File: src/rtl/pcore_arb_if.sv
// Requester, response and external-core signal bundle for pcore_arb.
// The arbiter connects through the slave modport; the environment
// (requesters plus the unrolled core) drives through the master modport.
interface pcore_arb_if;
  logic          req0_vld;
  logic          req1_vld;
  logic          req0_rdy;
  logic          req1_rdy;
  logic          req0_d;
  logic          req1_d;
  logic [0:63]   req0_inp;
  logic [0:63]   req1_inp;
  logic [0:127]  req0_key;
  logic [0:127]  req1_key;
  logic          rsp0_vld;
  logic          rsp1_vld;
  logic          rsp0_rdy;
  logic          rsp1_rdy;
  logic [0:63]   rsp_out;
  logic          core_d;
  logic [0:63]   core_inp;
  logic [0:127]  core_key;
  logic [0:63]   core_out;
  logic          busy;

  modport slave (
    input  req0_vld, req1_vld, req0_d, req1_d, req0_inp, req1_inp,
           req0_key, req1_key, rsp0_rdy, rsp1_rdy, core_out,
    output req0_rdy, req1_rdy, rsp0_vld, rsp1_vld, rsp_out,
           core_d, core_inp, core_key, busy
  );

  modport master (
    output req0_vld, req1_vld, req0_d, req1_d, req0_inp, req1_inp,
           req0_key, req1_key, rsp0_rdy, rsp1_rdy, core_out,
    input  req0_rdy, req1_rdy, rsp0_vld, rsp1_vld, rsp_out,
           core_d, core_inp, core_key, busy
  );
endinterface

File: src/rtl/pcore_arb.sv
// Two-requester round-robin front end for an external combinational
// (unrolled) block-cipher core. One job is in flight at a time: the
// granted request is latched into the core operand registers, the core
// is given WAIT_CYC cycles to settle, and its result is captured and
// held on rsp_out until the owning requester takes it.
module pcore_arb #(
  parameter int unsigned WAIT_CYC = 2  // settle cycles, 1..15
) (
  input  logic        clk,
  input  logic        rst,
  pcore_arb_if.slave  bus
);

  localparam logic [3:0] WAIT_LD = 4'(WAIT_CYC);

  typedef enum logic [1:0] {
    ST_IDLE = 2'd0,
    ST_WAIT = 2'd1,
    ST_RESP = 2'd2
  } state_t;

  state_t        state_q, state_d;
  logic [3:0]    cnt_q, cnt_d;
  logic          last_q, last_d;     // requester that completed most recently
  logic          id_q, id_d;         // owner of the job in flight
  logic          core_d_q, core_d_d;
  logic [0:63]   core_inp_q, core_inp_d;
  logic [0:127]  core_key_q, core_key_d;
  logic [0:63]   rsp_out_q, rsp_out_d;

  logic          gnt_vld_s;
  logic          gnt_id_s;
  logic          accept_s;
  logic          rsp_rdy_s;

  // Grant: a lone requester wins; on a tie the one not served last wins.
  always_comb begin
    gnt_vld_s = 1'b0;
    gnt_id_s  = 1'b0;
    if (bus.req0_vld && bus.req1_vld) begin
      gnt_vld_s = 1'b1;
      gnt_id_s  = ~last_q;
    end else if (bus.req0_vld) begin
      gnt_vld_s = 1'b1;
      gnt_id_s  = 1'b0;
    end else if (bus.req1_vld) begin
      gnt_vld_s = 1'b1;
      gnt_id_s  = 1'b1;
    end else begin
      gnt_vld_s = 1'b0;
      gnt_id_s  = 1'b0;
    end
  end

  // A job is taken only from IDLE, so the core operands stay frozen
  // for the whole multicycle settle and response window.
  assign accept_s  = (state_q == ST_IDLE) && gnt_vld_s;
  assign rsp_rdy_s = id_q ? bus.rsp1_rdy : bus.rsp0_rdy;

  // Next-state and datapath load decisions for the job FSM.
  always_comb begin
    state_d    = state_q;
    cnt_d      = cnt_q;
    last_d     = last_q;
    id_d       = id_q;
    core_d_d   = core_d_q;
    core_inp_d = core_inp_q;
    core_key_d = core_key_q;
    rsp_out_d  = rsp_out_q;
    case (state_q)
      ST_IDLE: begin
        if (accept_s) begin
          id_d  = gnt_id_s;
          cnt_d = WAIT_LD;
          if (gnt_id_s) begin
            core_d_d   = bus.req1_d;
            core_inp_d = bus.req1_inp;
            core_key_d = bus.req1_key;
          end else begin
            core_d_d   = bus.req0_d;
            core_inp_d = bus.req0_inp;
            core_key_d = bus.req0_key;
          end
          state_d = ST_WAIT;
        end else begin
          state_d = ST_IDLE;
        end
      end
      ST_WAIT: begin
        // <= also catches a zero count so the FSM can never stall here
        if (cnt_q <= 4'd1) begin
          cnt_d     = 4'd0;
          rsp_out_d = bus.core_out;
          state_d   = ST_RESP;
        end else begin
          cnt_d   = cnt_q - 4'd1;
          state_d = ST_WAIT;
        end
      end
      ST_RESP: begin
        if (rsp_rdy_s) begin
          last_d  = id_q;
          state_d = ST_IDLE;
        end else begin
          state_d = ST_RESP;
        end
      end
      default: begin
        state_d = ST_IDLE;
        cnt_d   = 4'd0;
      end
    endcase
  end

  // State, counter and datapath registers.
  always_ff @(posedge clk or posedge rst) begin
    if (rst) begin
      state_q    <= ST_IDLE;
      cnt_q      <= 4'd0;
      last_q     <= 1'b1;
      id_q       <= 1'b0;
      core_d_q   <= 1'b0;
      core_inp_q <= 64'd0;
      core_key_q <= 128'd0;
      rsp_out_q  <= 64'd0;
    end else begin
      state_q    <= state_d;
      cnt_q      <= cnt_d;
      last_q     <= last_d;
      id_q       <= id_d;
      core_d_q   <= core_d_d;
      core_inp_q <= core_inp_d;
      core_key_q <= core_key_d;
      rsp_out_q  <= rsp_out_d;
    end
  end

  // Ready is withheld during reset even if a requester is already valid.
  assign bus.req0_rdy = accept_s && !gnt_id_s && !rst;
  assign bus.req1_rdy = accept_s &&  gnt_id_s && !rst;
  assign bus.rsp0_vld = (state_q == ST_RESP) && !id_q;
  assign bus.rsp1_vld = (state_q == ST_RESP) &&  id_q;
  assign bus.rsp_out  = rsp_out_q;
  assign bus.core_d   = core_d_q;
  assign bus.core_inp = core_inp_q;
  assign bus.core_key = core_key_q;
  assign bus.busy     = (state_q != ST_IDLE);

endmodule
File: src/flat_wrapper.sv
// flat-port wrapper written by rule: the top's interface ports become plain ports
module pcore_arb_flat 
#(
  parameter int unsigned WAIT_CYC = 2                         
)
  (clk, rst, bus_req0_vld, bus_req1_vld, bus_req0_d, bus_req1_d, bus_req0_inp, bus_req1_inp, bus_req0_key, bus_req1_key, bus_rsp0_rdy, bus_rsp1_rdy, bus_core_out, bus_req0_rdy, bus_req1_rdy, bus_rsp0_vld, bus_rsp1_vld, bus_rsp_out, bus_core_d, bus_core_inp, bus_core_key, bus_busy);
  pcore_arb_if bus_i ();
  input  logic clk;
  input  logic rst;
  input wire logic [$bits(bus_i.req0_vld)-1:0] bus_req0_vld;
  input wire logic [$bits(bus_i.req1_vld)-1:0] bus_req1_vld;
  input wire logic [$bits(bus_i.req0_d)-1:0] bus_req0_d;
  input wire logic [$bits(bus_i.req1_d)-1:0] bus_req1_d;
  input wire logic [$bits(bus_i.req0_inp)-1:0] bus_req0_inp;
  input wire logic [$bits(bus_i.req1_inp)-1:0] bus_req1_inp;
  input wire logic [$bits(bus_i.req0_key)-1:0] bus_req0_key;
  input wire logic [$bits(bus_i.req1_key)-1:0] bus_req1_key;
  input wire logic [$bits(bus_i.rsp0_rdy)-1:0] bus_rsp0_rdy;
  input wire logic [$bits(bus_i.rsp1_rdy)-1:0] bus_rsp1_rdy;
  input wire logic [$bits(bus_i.core_out)-1:0] bus_core_out;
  output wire logic [$bits(bus_i.req0_rdy)-1:0] bus_req0_rdy;
  output wire logic [$bits(bus_i.req1_rdy)-1:0] bus_req1_rdy;
  output wire logic [$bits(bus_i.rsp0_vld)-1:0] bus_rsp0_vld;
  output wire logic [$bits(bus_i.rsp1_vld)-1:0] bus_rsp1_vld;
  output wire logic [$bits(bus_i.rsp_out)-1:0] bus_rsp_out;
  output wire logic [$bits(bus_i.core_d)-1:0] bus_core_d;
  output wire logic [$bits(bus_i.core_inp)-1:0] bus_core_inp;
  output wire logic [$bits(bus_i.core_key)-1:0] bus_core_key;
  output wire logic [$bits(bus_i.busy)-1:0] bus_busy;
  assign bus_i.req0_vld = bus_req0_vld;
  assign bus_i.req1_vld = bus_req1_vld;
  assign bus_i.req0_d = bus_req0_d;
  assign bus_i.req1_d = bus_req1_d;
  assign bus_i.req0_inp = bus_req0_inp;
  assign bus_i.req1_inp = bus_req1_inp;
  assign bus_i.req0_key = bus_req0_key;
  assign bus_i.req1_key = bus_req1_key;
  assign bus_i.rsp0_rdy = bus_rsp0_rdy;
  assign bus_i.rsp1_rdy = bus_rsp1_rdy;
  assign bus_i.core_out = bus_core_out;
  assign bus_req0_rdy = bus_i.req0_rdy;
  assign bus_req1_rdy = bus_i.req1_rdy;
  assign bus_rsp0_vld = bus_i.rsp0_vld;
  assign bus_rsp1_vld = bus_i.rsp1_vld;
  assign bus_rsp_out = bus_i.rsp_out;
  assign bus_core_d = bus_i.core_d;
  assign bus_core_inp = bus_i.core_inp;
  assign bus_core_key = bus_i.core_key;
  assign bus_busy = bus_i.busy;
  pcore_arb #(.WAIT_CYC(WAIT_CYC)) u_core (.clk(clk), .rst(rst), .bus(bus_i));
endmodule
File: config.mk
export PLATFORM = sky130hd
export DESIGN_NAME = pcore_arb_flat
export DESIGN_NICKNAME = d
export VERILOG_FILES = /design/src/rtl/pcore_arb_if.sv /design/src/rtl/pcore_arb.sv /design/src/flat_wrapper.sv
export SDC_FILE = /design/constraint.sdc
export NUM_CORES = 1
export LEC_CHECK = 0
export ABC_AREA = 1
export CAP_MARGIN = 20
export CORE_AREA = 2 2 282 284
export CTS_CLUSTER_DIAMETER = 80
export DETAILED_ROUTE_END_ITERATION = 16
export DIE_AREA = 0 0 284 286
export HOLD_SLACK_MARGIN = 0.03
export PLACE_DENSITY_LB_ADDON = 0.1
export SLEW_MARGIN = 20
export SYNTH_ARGS = -nofsm -noshare
export SYNTH_HDL_FRONTEND = slang
export SYNTH_SLANG_ARGS = --single-unit
File: constraint.sdc
create_clock -name clk -period 16.9 [get_ports clk]
set_input_delay 2.535 -clock clk [delete_from_list [all_inputs] [get_ports clk]]
set_output_delay 2.535 -clock clk [all_outputs]
set_load 0.02 [all_outputs]
==> results of run 1 <==
state kept, by name (all words and copies together), names as in the netlist:
name / count
u_core.bus.core_d: 1
u_core.bus.core_inp: 64
u_core.bus.core_key: 128
u_core.bus.rsp_out: 64
u_core.cnt_q: 4
u_core.id_q: 1
u_core.last_q: 1
u_core.state_q: 2
area by class of cell:
| class | instances | area [µm²] | area share |
|---|---|---|---|
| Timing Repair Buffer | 731 | 7320 | 0.330 |
| Inverter | 13 | 63.8 | 0.00288 |
| Antenna cell | 6 | 15.0 | 0.000677 |
| Clock buffer | 56 | 1150 | 0.0520 |
| Multi-Input combinational cell | 1396 | 5590 | 0.252 |
| Sequential cell | 265 | 6630 | 0.299 |
| Clock inverter | 9 | 86.3 | 0.00389 |
| Tap cell | 1050 | 1310 | 0.0593 |
metrics by stage:
stage	worst slack (ns)	util	area (µm²)	power, mW	cells
floorplan	7.07	-	12800	2.08	1793
global placement	8.98	0.266	20900	3.10	3453
global route	8.97	0.283	22200	4.13	3526
detailed placement	9.04	0.266	20900	3.11	3453
finish	9.19	0.283	22200	3.85	3526
CTS	9.02	0.282	22100	3.94	3518
worst max-delay path: cells and delay by family:
family	cells	cell delay, ns
simple gates	4	1.35
buf+inv	2	1.25
worst paths after layout:
check | from | end | slack (ns) | cells after the start
worst max-delay path | bus_req0_vld | bus_req0_rdy | 9.19 | 6
worst min-delay path | u_core.bus.core_key[77]$_DFFE_PP0P_ | u_core.bus.core_key[77]$_DFFE_PP0P_ | 0.47 | 2
worst max register to register | u_core.state_q[0]$_DFF_PP0_ | u_core.bus.core_key[4]$_DFFE_PP0P_ | 13.52 | 7
worst min register to register | u_core.bus.core_key[77]$_DFFE_PP0P_ | u_core.bus.core_key[77]$_DFFE_PP0P_ | 0.47 | 2
max in group asynchronous | rst | u_core.bus.core_key[34]$_DFFE_PP0P_ | 12.19 | 4
min in group asynchronous | rst | u_core.bus.core_key[116]$_DFFE_PP0P_ | 2.55 | 2
cells by family (layout without fill, tap and decap cells):
kind of cell | after synthesis | after routing | share of synthesized area
xor gates and xnor gates | 1 | 1 | 0.000684
AOI/OAI and AO/OA | 6 | 6 | 0.00234
other | 0 | 6 | 0
DFF | 265 | 265 | 0.518
buffers and inverters | 132 | 809 | 0.0490
adders and majority gates | 2 | 2 | 0.00195
and+or+nand+nor | 1387 | 1387 | 0.428
cell usage in the layout (no fill, tap or decap), drive strengths merged:
master / count
a21oi: 1
buf: 15
bufinv: 1
clkbuf: 56
clkdlybuf4s50: 716
clkinv: 3
clkinvlp: 2
dfrtp: 264
dfstp: 1
diode: 6
ha: 2
inv: 16
nand2: 1179
nand3: 197
nand4: 1
nor2: 10
o21ai: 5
xor2: 1
power by group:
| group | total, mW | internal, mW | switching [mW] | leakage, nW |
|---|---|---|---|---|
| Combinational | 1.95 | 0.802 | 1.15 | 6.89 |
| Clock | 0.798 | 0.487 | 0.311 | 0.605 |
| Sequential | 1.10 | 0.940 | 0.165 | 3.29 |
per-layer routing:
metal | vias up | share of wire
li1 | 6826 | -
met1 | 6488 | 0.40
met2 | 476 | 0.49
met3 | 103 | 0.077
met4 | 6 | 0.036
met5 | - | 0.00059
==> results.cfg, run 1 <==
[worst_setup_path]
path_max_fanout = 106
path_cells = clkdlybuf4s50_1 -> nand2_8 -> nand2_8 -> nand2_1 -> nor2_1 -> clkdlybuf4s50_1
worstPathRequired_ns = 14.37
crit_arrival_ns = 5.17
crit_path_max_incr_delay_ns = 0.66
crit_type = in -> out
worstSetupEndpointType = output pin
crit_slowest_cell = nand2_8
startpoint_type = primary input

[routing]
ant_nets = 0
vias = 13900
drc_errors = 0
routedWlPerCell_um = 17.9
drtPass1Iterations = 4
viasPerCell = 3.94
drt_iter0_drc = 587
routed_wl_mm = 63.2

[global_route]
gr-usage-met3 = 0.0496
gr-total-overflow = 0
grt_pass1_wl_mm = 93.4
grt_pass1_vias = 14500
met2_usage = 0.259
grt_busiest_layer = met2
use_met1 = 0.173
grt_max_degree = 123
antenna_found_initial = 9
grtUsageTotal = 0.151

[yosys]
synth_top_area_frac = 0.516
yosysSeqAreaShare = 0.518
syn_area_um2 = 12800
syn_nets = 2251
synth_most_common_cell = nand2_1
synthTopCellsByArea = dfrtp_1 (52%), nand2_1 (34%), nand3_1 (7.7%)
syn_inst = 1793
ys_ff_latch = 265
synth-edff-count = 0
ys.flop_type = dfrtp_1
yosys-top-cells-count = nand2_1 (1,176), dfrtp_1 (264), nand3_1 (197)
yosysTopAreaCell = dfrtp_1
yosysUniqueCellTypes = 21
synthArstFlopShare = 1.00
ys.warnings.count = 0
avgSynthCellArea_um2 = 7.15

[cts]
cts_hold_buf = 0
htreeDepth = 2
cts_resized = 0
cts_root_buf = clkbuf_16
cts_sinks = 265
clk_latency_ns = 0.54
cts_setup_buffers = 0
cts.path.max_buffers = 3
clk_pin_slew_ns = 0.05
cts_made_buffers = 39
cts_tree = built

[sta]
whs_ns = 0.473
clock.fmax_mhz = 130
period_share = 0.456
finalCriticalPeriod_ns = 7.71
setup_viol = 0
tightest_slew_ns = 1.02
rsz0062_at_grt = false
slew_headroom = 0.320
skew_ns = 0.0210
hold_viol_final = 0
slew_violations = 0
finalSetupTns_ns = 0

[floorplan]
core_area_um2 = 78400
initial_core_util = 0.164
die_h_um = 286
io_pins = 718
die-area_um2 = 81200
die_x_um = 284
rows = 103

[cells_and_area]
drive_above_1_share = 0.0340
syn2layout_area_growth_pct = 73.0
fillers = 8605
nNetsFinal = 2904

[power]
power_density_nw_per_um2 = 174
vdd_drop_max_v = 0.0000665
leakagePower_nw = 10.8

[place]
gp_congestion = 0.846
place.port_buffers = 717
post-dp-hpwl_mm = 44.7

[status]
status = complete, no violations

[flow_run]
drv_cap = 0

[min_path]
hold_class = reg -> reg
(Power assumes the default switching activity.)
==> inputs of run 2 (changes only) <==
- clock period: 16.9 -> 6.25 ns (I/O delays scaled with it)
==> results.cfg, run 2 (same netlist as run 1, synthesis figures left out) <==
[sta]
slew_violations = 0
setup_ws_ns = 2.12
setup_viol = 0
finalSetupTns_ns = 0
period_share = 0.660
slew_headroom = 0.272
finalCriticalPeriod_ns = 4.13
rsz0062_at_grt = false
clock.fmax_mhz = 242
hold_viol_final = 0
skew_ns = 0.0215
tightest_slew_ns = 1.09

[worst_setup_path]
crit_type = in -> out
cp_top_family = buffers and inverters
worstSetupEndpointType = output pin
path_max_fanout = 54
critPathBufInv = 2
path_cells = clkdlybuf4s50_1 -> nand2_8 -> nand2_8 -> nand2_1 -> nor2_1 -> clkdlybuf4s50_1
crit_path_max_incr_delay_ns = 0.63
crit_slowest_cell = clkdlybuf4s50_1
crit_arrival_ns = 3.19
worstPathRequired_ns = 5.31
startpoint_type = primary input

[global_route]
grt_pass1_vias = 14100
gr-total-overflow = 0
grt_max_degree = 151
grt_pass1_wl_mm = 93.3
grtUsageTotal = 0.149
antenna_found_initial = 16

[cells_and_area]
postLayoutCellArea_um2 = 22200
syn2layout_area_growth_pct = 72.9
drive_above_1_share = 0.0343
final_cell_mix = nand2_1 (1,176), clkdlybuf4s50_1 (716), dfrtp_1 (264), nand3_1 (196), clkbuf_16 (39)
nNetsFinal = 2903
final_common_cell = nand2_1
largest_register_ff_count = 128

[cts]
cts_tree = built
clk_latency_ns = 0.55
cts_setup_buffers = 0
clk_pin_slew_ns = 0.05
cts_resized = 0
htreeDepth = 2
cts_root_buf = clkbuf_16
cts_hold_buf = 0
cts_made_buffers = 39
cts_sinks = 265
cts.path.max_buffers = 3

[power]
clkPwrFrac = 0.206
power_density_nw_per_um2 = 469
vdd_drop_max_v = 0.000193
p_seq_frac = 0.288
power.total_mw = 10.4
p_int_mw = 5.98
switching_share = 0.424
pwr-share-comb = 0.506
leakagePower_nw = 10.8
p_sw_mw = 4.40

[place]
dp_slack_ns = 2.06
place_area_um2 = 20900
post-dp-hpwl_mm = 44.1
place.port_buffers = 717
gp_congestion = 0.841

[floorplan]
rows = 103
die_h_um = 286
io_pins = 718
die-area_um2 = 81200
initial_core_util = 0.164
die_x_um = 284
core_area_um2 = 78400

[min_path]
hold_class = reg -> reg

[routing]
drt_iter0_drc = 644
viasPerCell = 3.92
routedWlPerCell_um = 17.8
routed_wl_mm = 62.8
drtPass1Iterations = 5
vias = 13900
drc_errors = 0
ant_nets = 0

[flow_run]
drv_cap = 0

[status]
status = complete, no violations
run 2: cell types whose count changed in the layout (fill, tap and decap cells not counted), sizes merged:
cell    change
buf         -1
inv         +2
clkinv      +3
clkbuf      +1
diode       +1
run 2: cell type report:
| class | instances | area (µm²) |
|---|---|---|
| Antenna cell | 7 | 17.5 |
| Inverter | 13 | 57.6 |
| Sequential cell | 265 | 6630 |
| Clock inverter | 14 | 124 |
| Tap cell | 1050 | 1310 |
| Timing Repair Buffer | 730 | 7330 |
| Fill cell | 8576 | 56200 |
| Multi-Input combinational cell | 1396 | 5590 |
| Clock buffer | 57 | 1100 |
run 2: per-layer routing:
layer | routed length (µm) | GRT usage
met3 | 4850 | 0.0499
met2 | 31300 | 0.264
met4 | 1520 | 0.0430
met1 | 25000 | 0.171
met5 | 99 | 0
run 2: power groups by stage:
stage | combinational [mW] | sequential, mW | clock (mW)
after floorplan | 1.68 | 3.94 | 0
after global placement | 5.38 | 2.99 | 0
after CTS | 5.40 | 2.99 | 2.25
after detailed placement | 5.38 | 3.00 | 0
final | 5.26 | 2.99 | 2.14
after global routing | 5.73 | 3.10 | 2.31
run 2: worst paths after layout:
check	start	to	slack (ns)	cells past startpoint
max reg2reg	u_core.state_q[0]$_DFF_PP0_	u_core.bus.core_inp[21]$_DFFE_PP0P_	3.51	8
min	u_core.bus.core_key[68]$_DFFE_PP0P_	u_core.bus.core_key[68]$_DFFE_PP0P_	0.47	2
min in group asynchronous	rst	u_core.state_q[1]$_DFF_PP0_	0.98	3
max	bus_req0_vld	bus_req0_rdy	2.12	6
max in group asynchronous	rst	u_core.bus.core_key[5]$_DFFE_PP0P_	4.34	3
min reg2reg	u_core.bus.core_key[68]$_DFFE_PP0P_	u_core.bus.core_key[68]$_DFFE_PP0P_	0.47	2
run 2: metrics by stage:
stage	utilization	instances	hold WS (ns)
detailed placement	0.267	3454	0.464
floorplan	-	1793	0.460
CTS	0.283	3525	0.479
global placement	0.267	3454	0.461
global route	0.283	3530	0.488
finish	0.283	3532	0.473
run 2: worst reg2reg max path, stage by stage, from the launching register on:
cell	delay, ns
dfrtp_1	0.38
inv_2	0.09
nand2_2	0.13
nor2_8	0.16
buf_4	0.52
inv_6	0.50
buf_12	0.55
nand2_1	0.22
nand2_1	0.06
==> inputs of run 3 (changes only) <==
- clock period: 6.25 -> 3.7 ns (I/O delays scaled with it)
==> results.cfg, run 3 (same netlist as run 1, synthesis figures left out) <==
[status]
status = complete, no violations

[cts]
cts_root_buf = clkbuf_16
cts_sinks = 265
cts_made_buffers = 39
htreeDepth = 2
cts_setup_buffers = 0
clk_pin_slew_ns = 0.06
cts_tree = built
cts_resized = 0
cts.path.max_buffers = 3
cts_hold_buf = 0
clk_latency_ns = 0.54

[sta]
tightest_slew_ns = 1.16
setup_viol = 0
skew_ns = 0.0195
period_share = 0.803
slew_headroom = 0.224
clock.fmax_mhz = 337
rsz0062_at_grt = false
hold_viol_final = 0
slew_violations = 0
finalSetupTns_ns = 0
setup_ws_ns = 0.731
finalCriticalPeriod_ns = 2.97

[routing]
ant_nets = 0
drc_errors = 0
drtPass1Iterations = 5
drt_iter0_drc = 636
viasPerCell = 3.90
vias = 13800
routedWlPerCell_um = 17.7
routed_wl_mm = 62.8

[worst_setup_path]
crit_type = in -> out
startpoint = bus_req0_vld
r2r-start = u_core.last_q$_DFFE_PP1P_
worstPathRequired_ns = 3.14
startpoint_type = primary input
path_max_fanout = 35
worstRegToRegCells = 6
worstSetupEndpointType = output pin
crit_arrival_ns = 2.41

[floorplan]
rows = 103
die-area_um2 = 81200
core_area_um2 = 78400
initial_core_util = 0.164
die_h_um = 286
die_x_um = 284
io_pins = 718

[flow_run]
drv_cap = 0

[global_route]
antenna_found_initial = 10
grt_pass1_vias = 14200
grt_pass1_wl_mm = 93.3
grt_max_degree = 162
grtUsageTotal = 0.150
gr-total-overflow = 0

[place]
gp_congestion = 0.837
place_area_um2 = 21100
dp_slack_ns = 0.694
place.port_buffers = 717
post-dp-hpwl_mm = 45.7

[cells_and_area]
nNetsFinal = 2918
utilization = 0.286
final_cell_mix = nand2_1 (1,176), clkdlybuf4s50_1 (716), dfrtp_1 (264), nand3_1 (196), clkbuf_16 (41)
drive_above_1_share = 0.0410
final_common_cell = nand2_1
largest_register_ff_count = 128
syn2layout_area_growth_pct = 75.1
postLayoutCellArea_um2 = 22400

[power]
power_density_nw_per_um2 = 797
vdd_drop_max_v = 0.000326
power.total_mw = 17.9
leakagePower_nw = 10.9

[min_path]
hold_class = in -> async
[run 3: metal layers]
layer / GRT usage / wire length (µm) / vias up
li1: - / - / 6853
met1: 0.173 / 24900 / 6419
met3: 0.0514 / 5180 / 77
met2: 0.268 / 31500 / 468
met4: 0.0337 / 1170 / 14
met5: 0 / 89 / -
[run 3: path summary, 6_finish.rpt]
path,endpoint,slack [ns]
setup / recovery,bus_req0_rdy,0.73
hold / removal,u_core.bus.core_key[110]$_DFFE_PP0P_,0.44
setup reg to reg,u_core.bus.core_key[15]$_DFFE_PP0P_,1.56
hold reg to reg,u_core.bus.core_key[81]$_DFFE_PP0P_,0.47
max in group asynchronous,u_core.bus.rsp_out[36]$_DFFE_PP0P_,2.37
min in group clk,u_core.bus.core_key[81]$_DFFE_PP0P_,0.47
[run 3: worst max-delay path: stages]
cell	delay [ns]
clkdlybuf4s50_1	0.64
nand2_8	0.24
nand2_8	0.14
nand2_1	0.06
nor2_1	0.14
clkdlybuf4s50_1	0.63
[run 3: metrics by stage]
stage,hold slack [ns],std cells
2_1_floorplan,0.460,1793
3_3_place_gp,0.462,3469
3_5_place_dp,0.464,3469
4_1_cts,0.424,3539
5_1_grt,0.458,3541
6_report,0.443,3542
[run 3: layout make-up]
| class | instances | area (µm²) |
|---|---|---|
| antenna | 3 | 7.51 |
| inverter | 13 | 57.6 |
| multi-input combinational | 1396 | 5590 |
| clock inverter | 14 | 178 |
| clock buffer | 56 | 1140 |
| sequential | 265 | 6630 |
| tap | 1050 | 1310 |
| fill | 8593 | 55900 |
| timing repair buffer | 745 | 7530 |
[run 3: report_power, final]
part           internal (mW)  total, mW  switching, mW
registers               4.29       5.06          0.766
logic                   3.75       8.97           5.22
clock network           2.42       3.86           1.44
